File: config.mk
export PLATFORM = sky130hd
export DESIGN_NAME = pattern_detector_param
export DESIGN_NICKNAME = d
export VERILOG_FILES = /design/src/rtl/pattern_det_pkg.sv /design/src/rtl/pattern_match_cmp.sv /design/src/rtl/pattern_detector_param.sv
export SDC_FILE = /design/constraint.sdc
export NUM_CORES = 1
export LEC_CHECK = 0
export CAP_MARGIN = 20
export CELL_PAD_IN_SITES_DETAIL_PLACEMENT = 0
export CELL_PAD_IN_SITES_GLOBAL_PLACEMENT = 1
export CORE_ASPECT_RATIO = 1.75
export CORE_MARGIN = 3
export CORE_UTILIZATION = 41
export DETAILED_ROUTE_END_ITERATION = 16
export PLACE_DENSITY_LB_ADDON = 0.1
export SKIP_CTS_REPAIR_TIMING = 1
export SYNTH_ARGS = -nofsm -noshare
export SYNTH_HDL_FRONTEND = slang
export SYNTH_SLANG_ARGS = --single-unit
File: constraint.sdc
create_clock -name clk -period 2.5 [get_ports clk]
set_input_delay 0.625 -clock clk [delete_from_list [all_inputs] [get_ports clk]]
set_output_delay 0.625 -clock clk [all_outputs]
set_load 0.05 [all_outputs]
File: src/rtl/pattern_det_pkg.sv
// -----------------------------------------------------------------------------
// pattern_det_pkg
//
// Shared definitions for the serial pattern detector:
//   state_t      - detector FSM state encoding (UNCFG / FILL / RUN)
//   MIN_LEN      - shortest pattern length accepted by a cfg_load
//   len_is_legal - range check applied to a requested pattern length
// -----------------------------------------------------------------------------
package pattern_det_pkg;

    // UNCFG : no legal configuration loaded, incoming bits are ignored
    // FILL  : configured, fewer than len valid bits collected since last clear
    // RUN   : configured, at least len valid bits collected
    typedef enum logic [1:0] {
        UNCFG = 2'b00,
        FILL  = 2'b01,
        RUN   = 2'b10
    } state_t;

    localparam int MIN_LEN = 2;

    // A pattern length is usable when it lies in MIN_LEN..max_len inclusive.
    function automatic logic len_is_legal(input int len, input int max_len);
        return (len >= MIN_LEN) && (len <= max_len);
    endfunction

endpackage : pattern_det_pkg

File: src/rtl/pattern_match_cmp.sv
// -----------------------------------------------------------------------------
// pattern_match_cmp
//
// Combinational masked comparator: reports whether the len least-significant
// bits of history equal the len least-significant bits of pattern. Bits at or
// above position len are ignored.
//
// Ports
//   history [MAX_LEN-1:0] in  : newest bit at [0], older bits above it
//   pattern [MAX_LEN-1:0] in  : reference pattern, last-received bit at [0]
//   len     [LEN_W-1:0]   in  : number of low-order bits taking part
//   eq                    out : 1 when every compared bit matches
// -----------------------------------------------------------------------------
module pattern_match_cmp #(
    parameter int MAX_LEN = 8,
    parameter int LEN_W   = 4
) (
    input  logic [MAX_LEN-1:0] history,
    input  logic [MAX_LEN-1:0] pattern,
    input  logic [LEN_W-1:0]   len,
    output logic               eq
);

    logic [MAX_LEN-1:0] mask;

    // Thermometer mask: bit i enabled when i < len.
    always_comb begin
        mask = '0;
        for (int i = 0; i < MAX_LEN; i++) begin
            mask[i] = (i < int'(len));
        end
    end

    assign eq = (((history ^ pattern) & mask) == '0);

endmodule : pattern_match_cmp

File: src/rtl/pattern_detector_param.sv
// -----------------------------------------------------------------------------
// pattern_detector_param
//
// Serial bit-pattern detector with a runtime-loadable pattern of 2..MAX_LEN
// bits, optional overlapping matches and a saturating match counter.
//
// Ports
//   clk          in   sole clock, rising edge
//   rst_n        in   asynchronous active-low reset
//   in_valid     in   in_bit is accepted on this edge (ignored when unarmed)
//   in_bit       in   serial data bit
//   cfg_load     in   load cfg_pattern / cfg_len / cfg_overlap on this edge;
//                     wins over in_valid on the same edge (bit is dropped)
//   cfg_pattern  in   pattern; bit [cfg_len-1] is received first, bit [0] last
//   cfg_len      in   pattern length in bits
//   cfg_overlap  in   1 = overlapping matches, 0 = restart collection after a match
//   cnt_clr      in   synchronous clear of match_count (a same-edge match leaves 1)
//   detected     out  registered one-cycle pulse on the edge taking the completing bit
//   match_count  out  saturating count of matches
//   cfg_error    out  last cfg_load carried an illegal length
//   armed        out  a legal configuration is loaded (state FILL or RUN)
//   dbg_state    out  current FSM state, for observation only
//
// Handshake: there is no backpressure. A bit is consumed on every rising edge
// where in_valid = 1, cfg_load = 0 and the detector is armed; the result of
// that bit appears on detected right after the same edge.
// -----------------------------------------------------------------------------
module pattern_detector_param
    import pattern_det_pkg::*;
#(
    parameter int MAX_LEN = 8,
    parameter int LEN_W   = 4,
    parameter int CNT_W   = 8
) (
    input  logic               clk,
    input  logic               rst_n,
    input  logic               in_valid,
    input  logic               in_bit,
    input  logic               cfg_load,
    input  logic [MAX_LEN-1:0] cfg_pattern,
    input  logic [LEN_W-1:0]   cfg_len,
    input  logic               cfg_overlap,
    input  logic               cnt_clr,
    output logic               detected,
    output logic [CNT_W-1:0]   match_count,
    output logic               cfg_error,
    output logic               armed,
    output state_t             dbg_state
);

    // -------------------------------------------------------------------------
    // State
    // -------------------------------------------------------------------------
    state_t               state_q, state_d;
    // Only MAX_LEN-1 past bits are ever needed: together with the incoming bit
    // they form the full MAX_LEN-bit window that is compared.
    logic [MAX_LEN-2:0]   hist_q,  hist_d;
    logic [LEN_W-1:0]     fill_q,  fill_d;
    logic [MAX_LEN-1:0]   pat_q,   pat_d;
    logic [LEN_W-1:0]     len_q,   len_d;
    logic                 ovl_q,   ovl_d;
    logic                 det_q,   det_d;
    logic [CNT_W-1:0]     cnt_q,   cnt_d;
    logic                 err_q,   err_d;

    // -------------------------------------------------------------------------
    // Datapath helpers
    // -------------------------------------------------------------------------
    logic [MAX_LEN-1:0]   window;     // history after shifting in in_bit
    logic [LEN_W-1:0]     fill_inc;   // fill count after accepting in_bit
    logic                 is_armed;
    logic                 accept;
    logic                 cmp_eq;
    logic                 match;
    logic                 cfg_legal;

    assign window    = {hist_q, in_bit};
    assign fill_inc  = (fill_q < len_q) ? (fill_q + LEN_W'(1)) : len_q;
    assign is_armed  = (state_q == FILL) || (state_q == RUN);
    assign accept    = in_valid && !cfg_load && is_armed;
    assign cfg_legal = len_is_legal(int'(cfg_len), MAX_LEN);

    pattern_match_cmp #(
        .MAX_LEN (MAX_LEN),
        .LEN_W   (LEN_W)
    ) u_cmp (
        .history (window),
        .pattern (pat_q),
        .len     (len_q),
        .eq      (cmp_eq)
    );

    // A match needs len valid bits including the incoming one.
    assign match = accept && (fill_inc == len_q) && cmp_eq;

    // -------------------------------------------------------------------------
    // Next-state / next-value logic
    // -------------------------------------------------------------------------
    always_comb begin
        state_d = state_q;
        hist_d  = hist_q;
        fill_d  = fill_q;
        pat_d   = pat_q;
        len_d   = len_q;
        ovl_d   = ovl_q;
        err_d   = err_q;
        det_d   = 1'b0;
        cnt_d   = cnt_q;

        if (cfg_load) begin
            if (cfg_legal) begin
                pat_d   = cfg_pattern;
                len_d   = cfg_len;
                ovl_d   = cfg_overlap;
                hist_d  = '0;
                fill_d  = '0;
                err_d   = 1'b0;
                state_d = FILL;
            end else begin
                // Stored configuration is kept; only the error flag and the
                // state change.
                err_d   = 1'b1;
                state_d = UNCFG;
            end
        end else if (accept) begin
            hist_d  = window[MAX_LEN-2:0];
            fill_d  = fill_inc;
            state_d = (fill_inc == len_q) ? RUN : FILL;
            if (match) begin
                det_d = 1'b1;
                if (!ovl_q) begin
                    // Non-overlapping: the next match must be built from
                    // entirely new bits.
                    fill_d  = '0;
                    state_d = FILL;
                end
            end
        end

        if (cnt_clr) begin
            cnt_d = match ? CNT_W'(1) : '0;
        end else if (match && (cnt_q != {CNT_W{1'b1}})) begin
            cnt_d = cnt_q + CNT_W'(1);
        end
    end

    // -------------------------------------------------------------------------
    // Registers
    // -------------------------------------------------------------------------
    always_ff @(posedge clk or negedge rst_n) begin
        if (!rst_n) begin
            state_q <= UNCFG;
        end else begin
            state_q <= state_d;
        end
    end

    always_ff @(posedge clk or negedge rst_n) begin
        if (!rst_n) begin
            hist_q <= '0;
            fill_q <= '0;
            pat_q  <= '0;
            len_q  <= '0;
            ovl_q  <= 1'b0;
            det_q  <= 1'b0;
            cnt_q  <= '0;
            err_q  <= 1'b0;
        end else begin
            hist_q <= hist_d;
            fill_q <= fill_d;
            pat_q  <= pat_d;
            len_q  <= len_d;
            ovl_q  <= ovl_d;
            det_q  <= det_d;
            cnt_q  <= cnt_d;
            err_q  <= err_d;
        end
    end

    // -------------------------------------------------------------------------
    // Outputs
    // -------------------------------------------------------------------------
    assign detected    = det_q;
    assign match_count = cnt_q;
    assign cfg_error   = err_q;
    assign armed       = is_armed;
    assign dbg_state   = state_q;

endmodule : pattern_detector_param

==> impl_metrics.yaml <==
finish:
  drive_above_1_share_pct: 18.11
  diodes: 0
  final_util_pct: 55.56
  area_growth_pct: 27.88
  ff_latch_area_sq_um: 902.1
  final_area_sq_um: 2514
  fin_nets: 266
  multi_input_area_sq_um: 1008
  fillCellCount: 419
floorplan:
  dieHeight_um: 97.60
  die-area_sq_um: 5694
  die_w_um: 58.34
  io_pins: 32
  fp.coreArea_sq_um: 4524
  row_count: 32
  initial_core_util_pct: 43.45
grt:
  antenna_found_initial: 0
  grt_overflow: 0
  track_usage_pct: 17.89
  grt_max_degree: 37
  grt_pass1_wl_um: 8121
  first_global_vias: 1769
clock_network:
  cts_root_buf: "clkbuf_8"
  cts_max_level: 2
  cts_buffer_depth: 2
  cts_sinks: 36
  clk-insertion-delay-late_ps: 280
  clk_pin_slew_ps: 70
  cts_buffers: 5
  cts_tree: "built"
route:
  dr.pass1.iters: 4
  drtIter0Drc: 61
  ant_nets: 0
  vias_per_cell: 5.500
  drcViolationCount: 0
  vias: 1617
  wirelength_um: 4440
  wire_per_inst_um: 15.10
synthesis:
  synth_fp_nets: 222
  ys.flop_type: "dfrtp_1"
  yosysSeqAreaShare_pct: 45.83
  synth_warnings: 0
  yosys.area.top_type_share_pct: 45.83
  syn_inst: 198
  yosysMostFrequentCell: "dfrtp_1"
  synth_edf_count: 0
  ys_types: 39
  synth_top_cell_by_area: "dfrtp_1"
  synth.avg_cell_area_sq_um: 9.927
  async_flop_share_pct: 100.0
  syn_area_sq_um: 1966
  synth_common_cells: "dfrtp_1, nand2_1, o21ai_0"
  synth-seq-cells: 36
  synthTopCellsByArea: "dfrtp_1, mux2_2, nand2_1, o21ai_0, a21oi_1"
worst_setup_path:
  rr_startpoint: "fill_q[1]"
  worst_path_max_delay_cell: "or4_1"
  cpMostUsedCell: "a21oi_1"
  critPathTopFamily: "simple AND/OR/NAND/NOR gates"
  worstPathMaxFanout: 14
  critPathKind: "primary input to flop"
  cp_cell_sequence: "clkdlybuf4s50_1, xnor2_1, a21oi_1, nor3_1, o2111ai_2, buf_4, or4_1, a21oi_1"
  path_buf_inv: 2
  critPathCaptureType: "flop"
  worst_setup_path_start_kind: "primary input"
  crit_required_ps: 2700
  worstPathArrival_ps: 2530
  crit_start: "in_bit"
  cp_slowest_stage_delay_ps: 510
place:
  place.gp.congestion: 0.8295
  io_buffers: 31
  place_ws_ps: -130.0
  dp_hpwl_um: 3319
  place_area_sq_um: 2414
sta:
  worst_slack_ps: 169.8
  hold_violations: 0
  slew_viol_final: 0
  rsz0062_at_grt: "false"
  fmax_mhz: 429.2
  setup_viol: 0
  skew_ps: 2.794
  max-slew-margin-rel_pct: 56.26
  fin_crit_ps: 2330
  tns_ps: 0
  worst_slew_pin_slew_ps: 653.7
  period_share_pct: 93.21
job:
  drv_cap: 0
power:
  power_density_nw_per_um2: 664.5
  leakage_nw: 1.036
  peakVddDrop_mv: 0.4571
  power_mw: 1.670
status:
  status: "finished, final reports clean"
worst_hold_path:
  hp-class: "flop to flop"
  hp-start: "cfg_error"
-- worst register-to-register path, delay by kind of cell, from the launching register on --
kind | cells | cell delay (ps)
and+or+nand+nor | 2 | 720
xor gates and xnor gates | 2 | 320
DFF | 1 | 420
adders and majority gates | 1 | 260
buffers and inverters | 1 | 190
AOI/OAI and AO/OA | 2 | 290
-- report_power, final --
group	switching (mW)	internal, mW
Clock	0.206	0.220
Sequential	0.0769	0.650
Combinational	0.275	0.243
Total	0.557	1.11
-- area by class of cell --
cell class | instances | share of cell area [%]
clock buffer | 6 | 3.285
clock inverter | 2 | 0.3982
inverter | 7 | 1.045
multi-input combinational | 146 | 40.12
sequential | 36 | 35.89
tap | 51 | 2.539
timing repair buffer | 46 | 16.72
-- registers in the layout (all words and copies together), names as in the netlist --
| signal | count |
|---|---|
| match_count | 8 |
| hist_q | 7 |
| ovl_q | 1 |
| len_q | 4 |
| fill_q | 4 |
| dbg_state | 2 |
| detected | 1 |
| pat_q | 8 |
| cfg_error | 1 |
-- cells by family (layout without fill, tap and decap cells) --
kind of cell | count (synthesis) | after routing | share of synthesized area, %
AOI/OAI and AO/OA | 52 | 52 | 16.68
xor gates and xnor gates | 15 | 15 | 7.066
adders and majority gates | 5 | 5 | 3.183
DFF | 36 | 36 | 45.83
muxes | 13 | 13 | 7.447
buffers and inverters | 16 | 61 | 3.819
and+or+nand+nor | 61 | 61 | 15.98
-- worst paths after layout --
kind,depth (start not counted),slack (ps),to
setup / recovery,8,170,match_count[4]
hold / removal,1,490,cfg_error
setup reg to reg,8,210,match_count[4]
hold reg to reg,1,490,cfg_error
max in group asynchronous,2,1390,dbg_state[1]
min in group asynchronous,2,750,len_q[0]
-- routing by layer --
metal | GRT usage (%) | share of wire [%] | up-vias
li1 | - | - | 799
met1 | 21.18 | 41 | 776
met2 | 30.23 | 53 | 32
met3 | 3.856 | 3.4 | 10
met4 | 7.321 | 2.6 | 0
met5 | 0 | 0 | -
-- stage by stage --
stage                     instances  hold WS (ps)
after floorplan                 198         329.4
after global placement          285         468.1
after detailed placement        285         473.5
after CTS                       293         492.2
after global routing            294         535.9
final                           294         489.3
-- cells in the final DEF (no fill, tap or decap), types with 3 or more instances in the layout --
cell type | Yosys | final
dfrtp_1 | 36 | 35
clkdlybuf4s50_1 | 0 | 30
nand2_1 | 24 | 24
o21ai_0 | 16 | 16
buf_4 | 0 | 16
a21oi_1 | 15 | 15
mux2_2 | 13 | 13
nor2_1 | 11 | 11
inv_1 | 7 | 7
xnor2_1 | 7 | 7
xor2_1 | 7 | 6
clkbuf_8 | 0 | 6
nand3_1 | 5 | 5
o31ai_1 | 5 | 5
or4_1 | 5 | 5
ha_1 | 5 | 5
o41ai_1 | 3 | 3
nand3b_1 | 3 | 3
Note: power is estimated with default switching activity, not from simulation.
